`src/rtl/jtframe_dwnld_pkg.sv`:
```
`default_nettype none
// ============================================================================
//  Module      : jtframe_dwnld_pkg
//  Description : Shared types for the ROM download packer: packer/writer state
//                encodings, the FIFO entry layout, the byte-lane mask values
//                and the optional lane-swap helper.
//  Revision    : 1.0 - initial release
// ============================================================================
package jtframe_dwnld_pkg;

    // A 25-bit byte address gives at most a 24-bit word offset. Entries carry
    // this full width. The output stage truncates it to SDRAMW bits.
    localparam int OFFW = 24;

    typedef enum logic [0:0] {
        PK_EMPTY = 1'b0,
        PK_HALF  = 1'b1
    } pack_state_t;

    typedef enum logic [0:0] {
        WR_IDLE  = 1'b0,
        WR_WRITE = 1'b1
    } wr_state_t;

    typedef struct packed {
        logic [1:0]      ba;
        logic [OFFW-1:0] addr;
        logic [15:0]     data;
        logic [1:0]      mask;
    } entry_t;

    // Byte-lane enables, active low; bit 0 is data[7:0]
    localparam logic [1:0] MASK_FULL = 2'b00;
    localparam logic [1:0] MASK_LO   = 2'b10;
    localparam logic [1:0] MASK_HI   = 2'b01;
    localparam logic [1:0] MASK_NONE = 2'b11;

    // Big-endian view of a word: exchange the data lanes and their enables
    function automatic entry_t lane_swap(input entry_t e);
        entry_t r;
        r      = e;
        r.data = {e.data[7:0], e.data[15:8]};
        r.mask = {e.mask[0], e.mask[1]};
        return r;
    endfunction

endpackage
`default_nettype wire

```
`src/rtl/jtframe_dwnld_if.sv`:
```
`default_nettype none
// ============================================================================
//  Module      : jtframe_dwnld_if
//  Description : Download-side bundle: ioctl byte stream in, prog_* word
//                writes out, plus busy/overflow status.
//                master : byte source / SDRAM controller side
//                slave  : the packer
//  Revision    : 1.0 - initial release
// ============================================================================
interface jtframe_dwnld_if #(
    parameter int SDRAMW = 23
);
    logic              downloading;
    logic [24:0]       ioctl_addr;
    logic [7:0]        ioctl_dout;
    logic              ioctl_wr;
    logic [SDRAMW-1:0] prog_addr;
    logic [15:0]       prog_data;
    logic [1:0]        prog_mask;
    logic [1:0]        prog_ba;
    logic              prog_we;
    logic              prog_rdy;
    logic              dwnld_busy;
    logic              ovf;

    modport master (
        output downloading, ioctl_addr, ioctl_dout, ioctl_wr, prog_rdy,
        input  prog_addr, prog_data, prog_mask, prog_ba, prog_we,
               dwnld_busy, ovf
    );

    modport slave (
        input  downloading, ioctl_addr, ioctl_dout, ioctl_wr, prog_rdy,
        output prog_addr, prog_data, prog_mask, prog_ba, prog_we,
               dwnld_busy, ovf
    );
endinterface
`default_nettype wire

```
`src/rtl/jtframe_dwnld_fifo.sv`:
```
`default_nettype none
// ============================================================================
//  Module      : jtframe_dwnld_fifo
//  Description : Synchronous word FIFO of entry_t, show-ahead read.
//                DEPTH must be a power of 2 (>= 2).
//  Ports       : clk, rst     - clock, synchronous active-high reset
//                push_i/din_i - write request / entry
//                pop_i        - consume head entry
//                dout_o       - head entry
//                full_o       - no free slot
//                empty_o      - no stored entry
//  Revision    : 1.0 - initial release
// ============================================================================
module jtframe_dwnld_fifo
    import jtframe_dwnld_pkg::*;
#(
    parameter int DEPTH = 4
) (
    input  logic   clk,
    input  logic   rst,
    input  logic   push_i,
    input  entry_t din_i,
    input  logic   pop_i,
    output entry_t dout_o,
    output logic   full_o,
    output logic   empty_o
);
    localparam int             PW       = $clog2(DEPTH);
    localparam logic [PW:0]    FULL_CNT = DEPTH[PW:0];

    entry_t        mem_q [DEPTH];
    logic [PW-1:0] wr_ptr_q;
    logic [PW-1:0] rd_ptr_q;
    logic [PW:0]   count_q;
    logic          do_wr;
    logic          do_rd;

    assign full_o  = (count_q == FULL_CNT);
    assign empty_o = (count_q == '0);
    assign do_rd   = pop_i & ~empty_o;
    // A pop in the same cycle frees the slot the push needs
    assign do_wr   = push_i & (~full_o | do_rd);
    assign dout_o  = mem_q[rd_ptr_q];

    always_ff @(posedge clk) begin
        if (rst) begin
            wr_ptr_q <= '0;
            rd_ptr_q <= '0;
            count_q  <= '0;
        end else begin
            if (do_wr) wr_ptr_q <= wr_ptr_q + 1'b1;
            if (do_rd) rd_ptr_q <= rd_ptr_q + 1'b1;
            case ({do_wr, do_rd})
                2'b10:   count_q <= count_q + 1'b1;
                2'b01:   count_q <= count_q - 1'b1;
                default: ;
            endcase
        end
    end

    always_ff @(posedge clk) begin
        if (do_wr) mem_q[wr_ptr_q] <= din_i;
    end
endmodule
`default_nettype wire

```
`src/rtl/jtframe_dwnld_pack.sv`:
```
`default_nettype none
// ============================================================================
//  Module      : jtframe_dwnld_pack
//  Description : Packs the ioctl byte stream into masked 16-bit SDRAM writes.
//                Strips HEADER bytes, selects one of four banks, merges byte
//                pairs, buffers words in a FIFO and issues them with a
//                prog_we/prog_rdy handshake. dwnld_busy covers the download
//                and the write-back tail.
//  Ports       : clk, rst - clock, synchronous active-high reset
//                bus      - jtframe_dwnld_if.slave (ioctl_*, prog_*,
//                           downloading, dwnld_busy, ovf)
//  Macro       : JTFRAME_DWNLD_BSWAP_EN - byte-swap words at the FIFO output
//  Revision    : 1.0 - initial release
// ============================================================================
module jtframe_dwnld_pack
    import jtframe_dwnld_pkg::*;
#(
    parameter int          SDRAMW     = 23,
    parameter int          HEADER     = 0,
    parameter logic [24:0] BA1_START  = 25'h1F_FFFF,
    parameter logic [24:0] BA2_START  = 25'h1F_FFFF,
    parameter logic [24:0] BA3_START  = 25'h1F_FFFF,
    parameter int          FIFO_DEPTH = 4
) (
    input  logic           clk,
    input  logic           rst,
    jtframe_dwnld_if.slave bus
);
    localparam logic [24:0] HDR = 25'(HEADER);

    // ---------------- byte mapping ----------------
    logic            hdr_ok, take, lane;
    logic [24:0]     a, bank_start, rel;
    logic [1:0]      ba;
    logic [OFFW-1:0] off;

    generate
        if (HEADER == 0) begin : g_no_header
            assign hdr_ok = 1'b1;
        end else begin : g_header
            assign hdr_ok = (bus.ioctl_addr >= HDR);
        end
    endgenerate

    assign take = bus.ioctl_wr & hdr_ok;
    assign a    = bus.ioctl_addr - HDR;

    always_comb begin
        ba         = 2'd0;
        bank_start = '0;
        if (a >= BA3_START) begin
            ba = 2'd3; bank_start = BA3_START;
        end else if (a >= BA2_START) begin
            ba = 2'd2; bank_start = BA2_START;
        end else if (a >= BA1_START) begin
            ba = 2'd1; bank_start = BA1_START;
        end
    end

    // Lane parity is taken relative to the bank start
    assign rel  = a - bank_start;
    assign lane = rel[0];
    assign off  = rel[24:1];

    // ---------------- packer ----------------
    pack_state_t     pk_state_q, pk_state_d;
    logic [1:0]      pend_ba_q, pend_ba_d;
    logic [OFFW-1:0] pend_off_q, pend_off_d;
    logic [7:0]      pend_data_q, pend_data_d;
    logic [1:0]      pk_n;          // words produced this cycle, in order
    entry_t          pk_e0, pk_e1;
    entry_t          byte_ent, pend_ent, full_ent;

    assign byte_ent = '{ba: ba, addr: off,
                        data: lane ? {bus.ioctl_dout, 8'h00} : {8'h00, bus.ioctl_dout},
                        mask: lane ? MASK_HI : MASK_LO};
    assign pend_ent = '{ba: pend_ba_q, addr: pend_off_q,
                        data: {8'h00, pend_data_q}, mask: MASK_LO};
    assign full_ent = '{ba: pend_ba_q, addr: pend_off_q,
                        data: {bus.ioctl_dout, pend_data_q}, mask: MASK_FULL};

    always_comb begin
        pk_state_d  = pk_state_q;
        pend_ba_d   = pend_ba_q;
        pend_off_d  = pend_off_q;
        pend_data_d = pend_data_q;
        pk_n        = 2'd0;
        pk_e0       = '0;
        pk_e1       = '0;
        if (take) begin
            if (pk_state_q == PK_HALF && lane && ba == pend_ba_q && off == pend_off_q) begin
                pk_e0      = full_ent;
                pk_n       = 2'd1;
                pk_state_d = PK_EMPTY;
            end else begin
                if (pk_state_q == PK_HALF) begin
                    pk_e0 = pend_ent;
                    pk_n  = 2'd1;
                end
                if (lane) begin
                    if (pk_n == 2'd0) pk_e0 = byte_ent;
                    else              pk_e1 = byte_ent;
                    pk_n       = pk_n + 2'd1;
                    pk_state_d = PK_EMPTY;
                end else begin
                    pend_ba_d   = ba;
                    pend_off_d  = off;
                    pend_data_d = bus.ioctl_dout;
                    pk_state_d  = PK_HALF;
                end
            end
        end
        // The byte of this cycle is taken first, then a lone low byte flushes
        if (!bus.downloading && pk_state_d == PK_HALF) begin
            if (pk_n == 2'd0) pk_e0 = '{ba: pend_ba_d, addr: pend_off_d,
                                         data: {8'h00, pend_data_d}, mask: MASK_LO};
            else              pk_e1 = '{ba: pend_ba_d, addr: pend_off_d,
                                         data: {8'h00, pend_data_d}, mask: MASK_LO};
            pk_n       = pk_n + 2'd1;
            pk_state_d = PK_EMPTY;
        end
    end

    // ---------------- skid: one FIFO push per cycle, oldest first ----------------
    logic   skid_v_q, skid_v_d, skid_drop, push;
    entry_t skid_q, skid_d, push_ent;

    always_comb begin
        skid_v_d  = 1'b0;
        skid_d    = skid_q;
        push      = 1'b0;
        push_ent  = '0;
        skid_drop = 1'b0;
        if (skid_v_q) begin
            push     = 1'b1;
            push_ent = skid_q;
            if (pk_n != 2'd0) begin
                skid_v_d = 1'b1;
                skid_d   = pk_e0;
            end
            // Only reachable when the source outruns the sustained rate
            skid_drop = (pk_n == 2'd2);
        end else if (pk_n != 2'd0) begin
            push     = 1'b1;
            push_ent = pk_e0;
            if (pk_n == 2'd2) begin
                skid_v_d = 1'b1;
                skid_d   = pk_e1;
            end
        end
    end

    // ---------------- FIFO ----------------
    logic   fifo_full, fifo_empty, pop;
    entry_t fifo_dout, out_ent;

    jtframe_dwnld_fifo #(.DEPTH(FIFO_DEPTH)) u_fifo (
        .clk     (clk),
        .rst     (rst),
        .push_i  (push),
        .din_i   (push_ent),
        .pop_i   (pop),
        .dout_o  (fifo_dout),
        .full_o  (fifo_full),
        .empty_o (fifo_empty)
    );

`ifdef JTFRAME_DWNLD_BSWAP_EN
    assign out_ent = lane_swap(fifo_dout);
`else
    assign out_ent = fifo_dout;
`endif

    // ---------------- writer ----------------
    wr_state_t         wr_state_q, wr_state_d;
    logic              prog_we_q, prog_we_d;
    logic [SDRAMW-1:0] prog_addr_q, prog_addr_d;
    logic [15:0]       prog_data_q, prog_data_d;
    logic [1:0]        prog_mask_q, prog_mask_d;
    logic [1:0]        prog_ba_q, prog_ba_d;

    always_comb begin
        wr_state_d  = wr_state_q;
        pop         = 1'b0;
        prog_we_d   = prog_we_q;
        prog_addr_d = prog_addr_q;
        prog_data_d = prog_data_q;
        prog_mask_d = prog_mask_q;
        prog_ba_d   = prog_ba_q;
        case (wr_state_q)
            WR_IDLE: if (!fifo_empty) begin
                pop         = 1'b1;
                prog_we_d   = 1'b1;
                prog_addr_d = SDRAMW'(out_ent.addr);
                prog_data_d = out_ent.data;
                prog_mask_d = out_ent.mask;
                prog_ba_d   = out_ent.ba;
                wr_state_d  = WR_WRITE;
            end
            WR_WRITE: if (bus.prog_rdy) begin
                prog_we_d  = 1'b0;
                wr_state_d = WR_IDLE;
            end
            default: wr_state_d = WR_IDLE;
        endcase
    end

    // ---------------- status ----------------
    logic busy_q, busy_d, ovf_q, ovf_d, quiet;

    assign quiet  = ~bus.downloading & (pk_state_q == PK_EMPTY) & ~skid_v_q
                  & fifo_empty & (wr_state_q == WR_IDLE);
    assign busy_d = bus.downloading ? 1'b1 : (quiet ? 1'b0 : busy_q);
    assign ovf_d  = ovf_q | skid_drop | (push & fifo_full & ~pop);

    always_ff @(posedge clk) begin
        if (rst) begin
            pk_state_q  <= PK_EMPTY;
            pend_ba_q   <= '0;
            pend_off_q  <= '0;
            pend_data_q <= '0;
            skid_v_q    <= 1'b0;
            skid_q      <= '0;
            wr_state_q  <= WR_IDLE;
            prog_we_q   <= 1'b0;
            prog_addr_q <= '0;
            prog_data_q <= '0;
            prog_mask_q <= MASK_NONE;
            prog_ba_q   <= '0;
            busy_q      <= 1'b0;
            ovf_q       <= 1'b0;
        end else begin
            pk_state_q  <= pk_state_d;
            pend_ba_q   <= pend_ba_d;
            pend_off_q  <= pend_off_d;
            pend_data_q <= pend_data_d;
            skid_v_q    <= skid_v_d;
            skid_q      <= skid_d;
            wr_state_q  <= wr_state_d;
            prog_we_q   <= prog_we_d;
            prog_addr_q <= prog_addr_d;
            prog_data_q <= prog_data_d;
            prog_mask_q <= prog_mask_d;
            prog_ba_q   <= prog_ba_d;
            busy_q      <= busy_d;
            ovf_q       <= ovf_d;
        end
    end

    assign bus.prog_we    = prog_we_q;
    assign bus.prog_addr  = prog_addr_q;
    assign bus.prog_data  = prog_data_q;
    assign bus.prog_mask  = prog_mask_q;
    assign bus.prog_ba    = prog_ba_q;
    assign bus.dwnld_busy = busy_q;
    assign bus.ovf        = ovf_q;
endmodule
`default_nettype wire
```
`src/flat_wrapper.sv`:
```
// flat-port wrapper written by rule: the top's interface ports become plain ports
module jtframe_dwnld_pack_flat import jtframe_dwnld_pkg::*;
#(
    parameter int          SDRAMW     = 23,
    parameter int          HEADER     = 0,
    parameter logic [24:0] BA1_START  = 25'h1F_FFFF,
    parameter logic [24:0] BA2_START  = 25'h1F_FFFF,
    parameter logic [24:0] BA3_START  = 25'h1F_FFFF,
    parameter int          FIFO_DEPTH = 4
)
  (clk, rst, bus_downloading, bus_ioctl_addr, bus_ioctl_dout, bus_ioctl_wr, bus_prog_rdy, bus_prog_addr, bus_prog_data, bus_prog_mask, bus_prog_ba, bus_prog_we, bus_dwnld_busy, bus_ovf);
  jtframe_dwnld_if #(.SDRAMW(SDRAMW)) bus_i ();
  input  logic clk;
  input  logic rst;
  input wire logic [$bits(bus_i.downloading)-1:0] bus_downloading;
  input wire logic [$bits(bus_i.ioctl_addr)-1:0] bus_ioctl_addr;
  input wire logic [$bits(bus_i.ioctl_dout)-1:0] bus_ioctl_dout;
  input wire logic [$bits(bus_i.ioctl_wr)-1:0] bus_ioctl_wr;
  input wire logic [$bits(bus_i.prog_rdy)-1:0] bus_prog_rdy;
  output wire logic [$bits(bus_i.prog_addr)-1:0] bus_prog_addr;
  output wire logic [$bits(bus_i.prog_data)-1:0] bus_prog_data;
  output wire logic [$bits(bus_i.prog_mask)-1:0] bus_prog_mask;
  output wire logic [$bits(bus_i.prog_ba)-1:0] bus_prog_ba;
  output wire logic [$bits(bus_i.prog_we)-1:0] bus_prog_we;
  output wire logic [$bits(bus_i.dwnld_busy)-1:0] bus_dwnld_busy;
  output wire logic [$bits(bus_i.ovf)-1:0] bus_ovf;
  assign bus_i.downloading = bus_downloading;
  assign bus_i.ioctl_addr = bus_ioctl_addr;
  assign bus_i.ioctl_dout = bus_ioctl_dout;
  assign bus_i.ioctl_wr = bus_ioctl_wr;
  assign bus_i.prog_rdy = bus_prog_rdy;
  assign bus_prog_addr = bus_i.prog_addr;
  assign bus_prog_data = bus_i.prog_data;
  assign bus_prog_mask = bus_i.prog_mask;
  assign bus_prog_ba = bus_i.prog_ba;
  assign bus_prog_we = bus_i.prog_we;
  assign bus_dwnld_busy = bus_i.dwnld_busy;
  assign bus_ovf = bus_i.ovf;
  jtframe_dwnld_pack #(.SDRAMW(SDRAMW), .HEADER(HEADER), .BA1_START(BA1_START), .BA2_START(BA2_START), .BA3_START(BA3_START), .FIFO_DEPTH(FIFO_DEPTH)) u_core (.clk(clk), .rst(rst), .bus(bus_i));
endmodule
```
`config.mk`:
```
export PLATFORM = sky130hd
export DESIGN_NAME = jtframe_dwnld_pack_flat
export DESIGN_NICKNAME = d
export VERILOG_FILES = /design/src/rtl/jtframe_dwnld_pkg.sv /design/src/rtl/jtframe_dwnld_if.sv /design/src/rtl/jtframe_dwnld_fifo.sv /design/src/rtl/jtframe_dwnld_pack.sv /design/src/flat_wrapper.sv
export SDC_FILE = /design/constraint.sdc
export NUM_CORES = 1
export LEC_CHECK = 0
export CELL_PAD_IN_SITES_DETAIL_PLACEMENT = 0
export CELL_PAD_IN_SITES_GLOBAL_PLACEMENT = 1
export CORE_AREA = 2 2 159 193
export CTS_CLUSTER_DIAMETER = 200
export DETAILED_ROUTE_END_ITERATION = 16
export DIE_AREA = 0 0 161 195
export DONT_BUFFER_PORTS = 1
export PLACE_DENSITY_LB_ADDON = 0.1
export SLEW_MARGIN = 15
export SYNTH_ARGS = -nofsm -noshare
export SYNTH_HDL_FRONTEND = slang
export SYNTH_SLANG_ARGS = --single-unit
```
`constraint.sdc`:
```
create_clock -name clk -period 9.25 [get_ports clk]
set_clock_uncertainty 0.2 [all_clocks]
set_input_delay 0.925 -clock clk [delete_from_list [all_inputs] [get_ports clk]]
set_output_delay 0.925 -clock clk [all_outputs]
set_load 0.1 [all_outputs]
```
Word-level counts from Yosys, hierarchy flattened --
Memory sizes are Yosys's and may differ from the RTL's. A register that Yosys moved wholly into a read port is not among the register bits. Index checks and enable logic that the tools add are counted.
Cells by class: magnitude comparators 1, add/subtract/negate cells 7, bitwise gates (word level) 18, reduce and logical (&&, ||, !) cells 16, equal/unequal tests 8, multiplexer cells 58
Operators with widths (count):
- two-way mux 44 bit | 19
- two-way mux 24 bit | 3
- >= comparator 25 x 21 -> 1 bit (second input constant) | 1
- subtractor 25 bit | 1
- == test 24 bit | 1
- two-way mux 8 bit | 3
- two-way mux 21 bit | 1
- two-way mux 2 bit | 10
- two-way mux 1 bit | 19
- adder 2 x 1 -> 2 bit (second input constant) | 4
- AND 1 bit | 8
- nonzero test 2 bit | 4
- inverter 1 bit | 7
- case mux 3 bit (2 select lines) | 1
- AND reduction 2 bit | 3
- == test 2 bit (second input constant) | 2
- logical AND 1 bit | 4
- zero test 2 bit | 2
- inequality test 2 bit (second input constant) | 2
- case mux 1 bit (2 select lines) | 2
- adder 3 x 1 -> 3 bit (second input constant) | 1
- == test 3 bit (second input constant) | 1
- zero test 3 bit | 1
- OR 1 bit | 3
- 5 further kinds | 5
Word-level totals: RAM bits 176, bits in registers 91, memories kept 1, bits of input ports 38, word-level logic and storage cells 125
Memory list:
- u_core.u_fifo.mem_q | words 4, width 44, read ports 1, clocked after Yosys merged registers in 1, wr ports 1, line jtframe_dwnld_fifo.sv:31 | entry_t mem_q [DEPTH];

Longest topological paths before layout --
depth in word-level cells 20, depth in mapped cells 28, gate-level depth less buffers 27

Hierarchy --
From an unflattened synthesis, not the netlist that was laid out.
Unflattened totals: cell total of the unflattened synthesis 1535, area, all modules 16290.6 µm²
By module, submodules not included:
- jtframe_dwnld_pack | area each 9394.0 µm², times used 1, cells an instance 1251
- jtframe_dwnld_fifo | area each 6896.6 µm², times used 1, cells an instance 284

Worst setup path after synthesis --
No wires, ideal clock.
path kind input to register, start point in bus_ioctl_addr[22], end point mem u_core.u_fifo.mem_q[0][0] in the netlist's numbering (enable), cell stages on the path 23, required time 8.645 ns, arrival 7.416 ns, library setup time 0.405 ns, setup slack 1.229 ns, path buffers 2, cells stage by stage clkbuf_1 nor4_1 nand2_1 inv_1 ha_1 a211o_1 a221o_1 nand2_1 o211ai_2 a21boi_2 xnor3_1 or4b_4 or4_1 a21oi_1 inv_1 ha_1 or3_1 nor2_1 a21oi_1 o21ai_4 buf_4 a21oi_2 and2_1
Between the ends: cells in the longest elaborated chain, start to end 16, elaborated cells on any way between the ends 24, those cells by class add/sub: 2; order compare: 1; eq/ne: 2; mux: 13; bitwise: 1; reduce/logical: 5
Ends and longest elaborated chain:
- start: declaration | line flat_wrapper.sv:16 | input wire logic [$bits(bus_i.ioctl_addr)-1:0] bus_ioctl_addr;
- branches (longest 9 deep; another with >= comparator 25 x 21 -> 1 bit)
- two-way mux 2 bit (*) | line jtframe_dwnld_pack.sv:114 | if (!bus.downloading && pk_state_d == PK_HALF) begin
- nonzero test 2 bit (*) | line jtframe_dwnld_pack.sv:143 | end else if (pk_n != 2'd0) begin
- two-way mux 1 bit (*) | line jtframe_dwnld_pack.sv:143
- two-way mux 1 bit (*) | line jtframe_dwnld_pack.sv:134 | if (skid_v_q) begin
- AND 1 bit (*) | line jtframe_dwnld_fifo.sv:42 | assign do_wr = push_i & (~full_o | do_rd);
- two-way mux 1 bit (*) | line jtframe_dwnld_fifo.sv:62 | if (do_wr) mem_q[wr_ptr_q] <= din_i;
- two-way mux 1 bit (not written as such) (*) | line jtframe_dwnld_fifo.sv:62
- end: declaration | line jtframe_dwnld_fifo.sv:31
Mark *: on every way between the ends.

==> results.md <==
- Die X: 161 um
- Largest net degree at the start of global routing: 128
- Pre-CTS setup slack: 0.795 ns
- Global-route wire length before repair: 62.9 mm
- Number of remaining DRC errors: 0
- Routed WL: 39.5 mm
- Post_cts resized: 0
- Yosys cell types: 84
- Met3 routed WL: 1.86 mm
- Worst-path cell chain: nor4_1, nand2_1, inv_1, ha_1, a211o_1, a221o_1, nor3b_1, a211oi_1, xor2_1, a31oi_1, nand4_1, or4_1, a21oi_1, inv_1, ha_1, or3_1, nor2_1, a21oi_1, o21ai_4, nor2_1, nand2_1, buf_4, o21ai_0
- Ys Warns: 0
- Final HPWL DP: 27.1 mm
- Crit end category: flop
- Post-Syn Area: 0.0149 sq mm
- Worst path required time: 9.34 ns
- Slew Limit Headroom: between 20% and 30%
- Initial antenna violation count: 0
- Core Area: 0.0294 sq mm
- Max Used Layer: met4
- Levels on crit path: 23
- Worst path top cell family by delay: simple AND/OR/NAND/NOR gates
- CP max-delay cell: or4_1
- Ys flop type: edfxtp_1
- Global Route Usage Sum: 25.5%
- Final ANT Viol Nets: 0
- Vias: 10,900
- Layout cells sized above 1: 12.9%
- R2R setup slack: 3.52 ns
- Status: complete, no violations
- HP Class: in2reg
- Max incr delay on CP: 0.62 ns
- CTS sink cnt: 305
- Synth Register Bits: 305
- Synth area leader: edfxtp_1
- Leakage: 5.75 nW
- Std-Cell Rows: 69
- Initial drt markers: 805
- First-pass DRT Iterations: 5
- CP Class: in2reg
- Number of diodes: 0
- Power per cell area: 265 mW/mm^2
- Peak VDD IR: 0.000188 V
- CTS Buf Count: 30
- Max Slew Vio Count: 0
- Synth-to-Final Area Change: 9.96%
- Final Cycle Share: 85.4%
- Fmax: between 100 and 150 MHz
- RSZ-0062 raised after global routing: false
- Post-synth top area share: 34.7%
- Post-synthesis cell count: 1,365
- Port buffer count: 0
- Routability cong.: 0.933
- H-tree levels: 1
- Setup Buffers After CTS: 0
- Initial core utilization: 50.7%
- Die Ht: 195 um
- Clk Latency, worst-skew pair: 0.55 ns
- Worst-path clk slew: 0.06 ns
- Root Buffer: clkbuf_16
- R2R cell count: 17
- FFs w/ async S/R, synth: 0%
- Syn Nets: 1,434
- Vias per inst: about 6.1
- Final Setup Violations: 0
- Fin. Hold Viols: 0
- WL met1: 16.9 mm
- Min Tclk post-route: ~7.9 ns
- CTS tree: done
- Critical path fanouts, max: 22
- Layout Nets: 1,427
- Synth area leaders: edfxtp_1 35%, dfxtp_1 18%, mux4_2 6.5%
- Setup ws final: about 1.4 ns
- Worst Path Buf+Inv: 3
- Hold endpoint: u_core.bus.prog_ba[1]
- Syn Area/Cell: 10.9 sq um
- Die area: 0.0314 sq mm
- Post-synthesis sequential area ratio: 52.6%
- Fillers: 2,547
- Met2 wire len: 19.7 mm
- CTS max path bufs: 3
- Vias in the first global route: 11,000
- FF-to-FF End: u_core.u_fifo.mem_q[1][35]
- Max-cap check violation count: 0
- TNS Setup: 0 ns
- Critical path arrival: around 8.0 ns
- Number of flops mapped to enable cells by yosys: 172
- Routed len/inst: 22.3 um
- Slew @ Worst Pin: 1.07 ns
- Hold_sp: rst
- R2R Path Start: u_core.pk_state_q
- Crit start category: input port
- Top-Level Pins: 84
- Hold_buf cts: 0
- Hold path depth: 1
- Grt ovf: 0
-- worst max-delay path by stage --
stage / startpoint / end / slack (ns)
after floorplan: bus_ioctl_addr[22] / u_core.u_fifo.mem_q[0][0] / 1.23
after global placement: bus_ioctl_addr[17] / u_core.u_fifo.mem_q[0][3] / 0.80
after detailed placement: bus_ioctl_addr[17] / u_core.u_fifo.mem_q[1][3] / 0.80
after CTS: bus_ioctl_addr[17] / u_core.u_fifo.mem_q[2][3] / 1.34
after global routing: bus_ioctl_addr[17] / u_core.u_fifo.mem_q[1][3] / 0.63
final: bus_ioctl_addr[22] / u_core.u_fifo.mem_q[1][35] / 1.35
-- per-stage QoR --
step	cell area, sq um	cells	hold slack [ns]	utilization [%]	power (mW)
6_report	16400	1772	0.240	55.7	4.33
5_1_grt	16400	1772	0.226	55.7	4.52
4_1_cts	16400	1772	0.228	55.7	4.37
3_5_place_dp	15400	1716	0.255	52.5	3.21
3_3_place_gp	15400	1716	0.257	52.5	3.20
2_1_floorplan	14900	1365	0.242	-	2.98
-- logic make-up after synthesis --
group,Yosys count,share of synthesized area (%)
AND/OR/NAND/NOR,466,14.5
AO/OA/AOI/OAI,342,15.7
flip-flops,305,52.6
buffers and inverters,107,2.97
multiplexers,67,8.16
XOR/XNOR,47,3.32
adder cells (fa/ha/maj),31,2.71
-- metal layers --
metal,vias up,GRT usage (%)
met3,68,2.97
met5,-,0
li1,5137,-
met1,5327,33.7
met2,322,44.3
met4,0,7.18
-- area by class of cell --
class                      instances  area [sq um]  area share, %
sequential                       305          7830           47.9
multi-input combinational        953          6640           40.5
clock buffer                      36           825           5.04
tap                              390           488           2.98
timing repair buffer              48           385           2.36
clock inverter                    20           121          0.742
inverter                          20          75.1          0.459
-- flip-flops by register name, summed over array words and instances, names as in the netlist, named ones only --
register                count
u_core.pend_data_q          8
u_core.bus.prog_ba          2
u_core.bus.dwnld_busy       1
u_core.u_fifo.wr_ptr_q      2
u_core.pend_off_q          23
u_core.wr_state_q           1
u_core.bus.prog_we          1
u_core.u_fifo.mem_q       172
u_core.skid_q              43
u_core.bus.prog_mask        2
u_core.u_fifo.rd_ptr_q      2
u_core.u_fifo.count_q       3
u_core.bus.prog_data       16
u_core.pend_ba_q            2
u_core.bus.ovf              1
u_core.pk_state_q           1
u_core.skid_v_q             1
u_core.bus.prog_addr       23
-- worst reg2reg max path, delay by kind of cell, from the launching register on --
| kind | cells | cell delay (ns) |
|---|---|---|
| simple gates | 9 | 2.35 |
| compound gates | 4 | 1.11 |
| fa+ha+maj | 2 | 0.75 |
| flops | 1 | 0.74 |
| buf+inv | 2 | 0.32 |
-- cells in the final DEF, fill, tap and decap left out, types with 10 or more instances in the layout --
cell,Yosys,routed
a21o_1,11,11
a21oi_1,100,100
a221o_1,10,10
a221oi_1,26,26
a22o_1,21,21
a22oi_1,15,15
a31oi_1,12,12
and2_1,19,15
and3_1,10,10
buf_4,2,46
clkbuf_16,0,31
dfxtp_1,133,130
edfxtp_1,172,172
ha_1,29,29
inv_1,19,19
mux2i_1,19,19
mux4_2,43,43
nand2_1,182,182
nand3_1,17,17
nand4_1,13,13
nor2_1,113,110
nor2b_1,12,12
nor3_1,57,57
o211ai_1,15,15
o21a_1,10,10
o21ai_0,48,48
xnor2_1,25,25
xor2_1,16,16
-- Yosys cell counts (7+ instances only) --
master,instances
a211oi_1,9
a21o_1,11
a21oi_1,100
a221o_1,10
a221oi_1,26
a22o_1,21
a22oi_1,15
a31oi_1,12
and2_1,19
and3_1,10
buf_1,7
buf_2,14
clkbuf_1,62
dfxtp_1,133
edfxtp_1,172
ha_1,29
inv_1,19
mux2i_1,19
mux4_2,43
nand2_1,182
nand3_1,17
nand4_1,13
nor2_1,113
nor2b_1,12
nor3_1,57
o211ai_1,15
o21a_1,10
o21ai_0,48
or3_1,8
xnor2_1,25
xor2_1,16
-- power by group --
part | total, mW | switching [mW] | internal, mW | leakage [nW]
Sequential | 2.38 | 0.738 | 1.64 | 2.74
Clock | 1.15 | 0.517 | 0.638 | 0.454
Combinational | 0.793 | 0.459 | 0.334 | 2.56
Total | 4.33 | 1.71 | 2.61 | 5.75
(Power assumes the default switching activity.)
